`src/rtl/fifo_wr_skid.sv`:
```
// fifo_wr_skid: 2-entry write-side skid buffer feeding winc/wdata of an async FIFO.
// Optional pop counter output wcnt enabled by defining WR_SKID_CNT_EN.
module fifo_wr_skid #(
  parameter int DSIZE = 8
) (
  input  logic             wclk,
  input  logic             wrst,
  input  logic             wflush,
  input  logic             s_valid,
  output logic             s_ready,
  input  logic [DSIZE-1:0] s_data,
  output logic             winc,
  output logic [DSIZE-1:0] wdata,
  input  logic             wfull
`ifdef WR_SKID_CNT_EN
  ,
  output logic [15:0]      wcnt
`endif
);
  typedef enum logic [1:0] {EMPTY, ONE, TWO} state_t;
  state_t cnt_q, cnt_d;
  logic [DSIZE-1:0] head_q, head_d, tail_q, tail_d;
  logic s_ready_q, s_ready_d;
  logic push, pop;
  // wfull is used only here, unregistered, so the write decision is its value at the edge
  assign push    = s_valid & s_ready_q & ~wflush;
  assign pop     = winc & ~wfull;
  assign winc    = cnt_q != EMPTY;
  assign wdata   = head_q;
  assign s_ready = s_ready_q;
  always_comb begin
    cnt_d  = cnt_q;
    head_d = head_q;
    tail_d = tail_q;
    unique case (cnt_q)
      EMPTY: begin
        cnt_d  = push ? ONE : EMPTY;
        head_d = push ? s_data : head_q;
      end
      ONE: begin
        cnt_d  = (push & ~pop) ? TWO : (~push & pop) ? EMPTY : ONE;
        head_d = (push & pop) ? s_data : head_q;
        tail_d = (push & ~pop) ? s_data : tail_q;
      end
      TWO: begin
        cnt_d  = pop ? ONE : TWO;
        head_d = pop ? tail_q : head_q;
      end
      default: cnt_d = EMPTY;
    endcase
    if (wflush) cnt_d = EMPTY;
    s_ready_d = cnt_d != TWO;
  end
  always_ff @(posedge wclk or posedge wrst) begin
    if (wrst) begin
      cnt_q     <= EMPTY;
      head_q    <= '0;
      tail_q    <= '0;
      s_ready_q <= 1'b0;
    end else begin
      cnt_q     <= cnt_d;
      head_q    <= head_d;
      tail_q    <= tail_d;
      s_ready_q <= s_ready_d;
    end
  end
`ifdef WR_SKID_CNT_EN
  logic [15:0] wcnt_q, wcnt_d;
  assign wcnt   = wcnt_q;
  assign wcnt_d = (pop && wcnt_q != 16'hFFFF) ? wcnt_q + 16'd1 : wcnt_q;
  always_ff @(posedge wclk or posedge wrst) begin
    if (wrst) wcnt_q <= '0;
    else wcnt_q <= wcnt_d;
  end
`endif
endmodule

```
`config.mk`:
```
export PLATFORM = sky130hd
export DESIGN_NAME = fifo_wr_skid
export DESIGN_NICKNAME = d
export VERILOG_FILES = /design/src/rtl/fifo_wr_skid.sv
export SDC_FILE = /design/constraint.sdc
export NUM_CORES = 1
export LEC_CHECK = 0
export ABC_AREA = 1
export CAP_MARGIN = 30
export CORE_MARGIN = 1.5
export CORE_UTILIZATION = 35
export DETAILED_ROUTE_END_ITERATION = 16
export SLEW_MARGIN = 20
export SYNTH_ARGS = -nofsm -noshare
export SYNTH_HDL_FRONTEND = slang
export SYNTH_SLANG_ARGS = --single-unit
```
`constraint.sdc`:
```
create_clock -name wclk -period 4.48 [get_ports wclk]
set_input_delay 0.896 -clock wclk [delete_from_list [all_inputs] [get_ports wclk]]
set_output_delay 0.896 -clock wclk [all_outputs]
set_load 0.1 [all_outputs]
```
==> impl_metrics.csv <==
group,metric,value,unit
sta,drv_slew,0,
yosys,syn_avg_cell_area,7.79,sq um
placement,io_buffers,22,
yosys,synth_cell_types,15,
yosys,async_flop_share,1.00,
sta,period_minus_slack,3160,ps
sta,hold_viol,0,
yosys,syn_area,973,sq um
global_routing,grt_pass1_vias,750,
clock_tree,cts_buffer_depth,2,
worst_hold_path,hold_path.class,"reg -> reg",
placement,gp_congestion,0.700,
floorplan,core_area,0.00254,sq mm
yosys,synth_top_area_cell,"dfrtp_1",
setup_path,slowest_stage,"clkdlybuf4s50_1",
clock_tree,cts_tree,"yes",
clock_tree,htreeDepth,1,
clock_tree,postCtsSetupRepairBufs,0,
sta,final-setup-viol-count,0,
sta,fin_setup_tns,0,ps
floorplan,rows,18,
placement,dp_hpwl,1.46,mm
cells_and_area,n_antenna_cell,0,
yosys,ys_seq_area_frac,0.488,
run,maxCapViolCount,0,
sta,worst_slew_pin_slew,966,ps
yosys,synth-edff-count,0,
yosys,synthCells,125,
yosys,synth_warnings,0,
setup_path,worst-setup-path-type,"reg -> out",
pwr,vdd_drop_max,0.327,mV
sta,fmax,317,MHz
drt,ant_nets,0,
setup_path,arrival,2260,ps
drt,drt_pre_antenna_iters,4,
sta,slew_headroom,0.354,
setup_path,endpoint_kind,"primary output",
drt,finalWirelength,1.90,mm
pwr,p_per_area,460,mW/mm^2
cells_and_area,layout-area-overhead-vs-synth,27.2,%
global_routing,grt_max_degree,20,
global_routing,grt_usage,0.133,
drt,drt_iter0_markers,19,
setup_path,worstPathMaxFanout,14,
setup_path,worstPathBufferInverterCount,2,
sta,finalClockSkew,1.05,ps
setup_path,startpoint_type,"flop",
global_routing,antenna_found_initial,0,
pwr,finalPower,0.000569,W
cells_and_area,layout.nets,165,
setup_path,critPathRequiredTime,3580,ps
clock_tree,cts_made_buffers,3,
floorplan,io_pins,23,
clock_tree,cts_hold_buf,0,
drt,avgRoutedWirePerCell,10.6,um
floorplan,start_util,0.382,
clock_tree,insertion_delay,290,ps
yosys,synthFlopType,"dfrtp_1",
floorplan,die_area,0.00311,sq mm
setup_path,worst_path_largest_cell_delay,1130,ps
drt,num_vias,830,
clock_tree,cts_root_buf,"clkbuf_4",
pwr,leakage,0.642,nW
yosys,yosysTopAreaCellShare,0.488,
drt,vias_per_cell,4.64,
global_routing,grt.overflow.total,0,
floorplan,die_y,55.7,um
status,status,"complete, no violations",
clock_tree,cts_sinks,19,
clock_tree,cts_resized,0,
sta,whs,482,ps
yosys,yosysMostFrequentCell,"nand2_1",
yosys,synth.net_count,140,
clock_tree,path_clk_slew,110,ps
yosys,ys_top_cells_by_count,"nand2_1 (44), nand3_1 (20), dfrtp_1 (19), inv_1 (16), o21ai_0 (10)",
cells_and_area,drive_gt1_frac,0.0537,
sta,fin_crit_sh,0.704,
yosys,synth_seq_cells,19,
drt,drc,0,
yosys,yosys-top-cells-area,"dfrtp_1 (49%), nand2_1 (17%), nand3_1 (10%)",
global_routing,grt_pass1_wl,3.36,mm
setup_path,path_cells,"nor2_1 -> inv_1 -> clkdlybuf4s50_1",
sta,rsz0062_at_grt,"no",
floorplan,die_width,55.7,um
setup_path,cp_top_family,"buffers and inverters",
-- power breakdown --
| group | switching (W) | internal, W |
|---|---|---|
| logic | 0.000184 | 0.0000630 |
| registers | 0.0000237 | 0.000212 |
| clock network | 0.0000524 | 0.0000346 |
-- metrics by stage --
stage	worst slack [ps]	area, sq um	cells	utilization
2_1_floorplan	2420	973	125	-
3_3_place_gp	1680	1210	175	0.476
3_5_place_dp	1670	1210	175	0.476
4_1_cts	1320	1240	179	0.487
5_1_grt	1190	1240	179	0.487
6_report	1320	1240	179	0.487
-- state kept, by name, indices dropped and copies added (netlist names) --
| name | flops |
|---|---|
| tail_q | 8 |
| wdata | 8 |
| cnt_q | 2 |
| s_ready | 1 |
-- path summary, 6_finish.rpt --
kind / depth (start not counted) / slack (ps) / endpoint / startpoint
max reg2reg: 7 / 2540 / s_ready / cnt_q[1]
min: 2 / 480 / wdata[7] / wdata[7]
max: 3 / 1320 / winc / cnt_q[1]
min reg2reg: 2 / 480 / wdata[7] / wdata[7]
max in group asynchronous: 2 / 3030 / tail_q[4] / wrst
min in group asynchronous: 2 / 1010 / wdata[4] / wrst
-- layout make-up --
cell class                 count  area (sq um)
fill                         258          1310
sequential                    19           475
multi-input combinational     87           415
timing repair buffer          22           220
inverter                      17          63.8
tap                           30          37.5
clock buffer                   4          26.3
-- logic make-up (layout without fill, tap and decap cells) --
group | after synthesis | after routing | share of synthesized area
AO/OA/AOI/OAI | 11 | 11 | 0.0566
adder cells (fa/ha/maj) | 2 | 2 | 0.0257
buffers and inverters | 19 | 43 | 0.0848
flip-flops | 19 | 19 | 0.488
AND/OR/NAND/NOR | 74 | 74 | 0.344
-- worst reg2reg max path, delay by kind of cell, from the launching register on --
kind	cells	cell delay, ps
simple gates	4	790
flops	1	540
compound gates	1	330
fa+ha+maj	1	130
buf+inv	1	60
-- placed cells by master, fill, tap and decap left out, drive strengths merged --
cell type and count:
clkdlybuf4s50 22, dfrtp 19, nor2 7, nand2 46
clkbuf 4, nand3 20, inv 17, a21oi 1
ha 2, nand3b 1, o21ai 10
-- routing by layer --
| metal | track usage | vias to the layer above | wire length [um] |
|---|---|---|---|
| met5 | 0 | - | 0 |
| met4 | 0.0523 | 0 | 15 |
| met3 | 0.0233 | 2 | 72 |
| met2 | 0.202 | 17 | 861 |
| met1 | 0.188 | 369 | 949 |
| li1 | - | 442 | - |
Power figures use the tool's default switching activity.
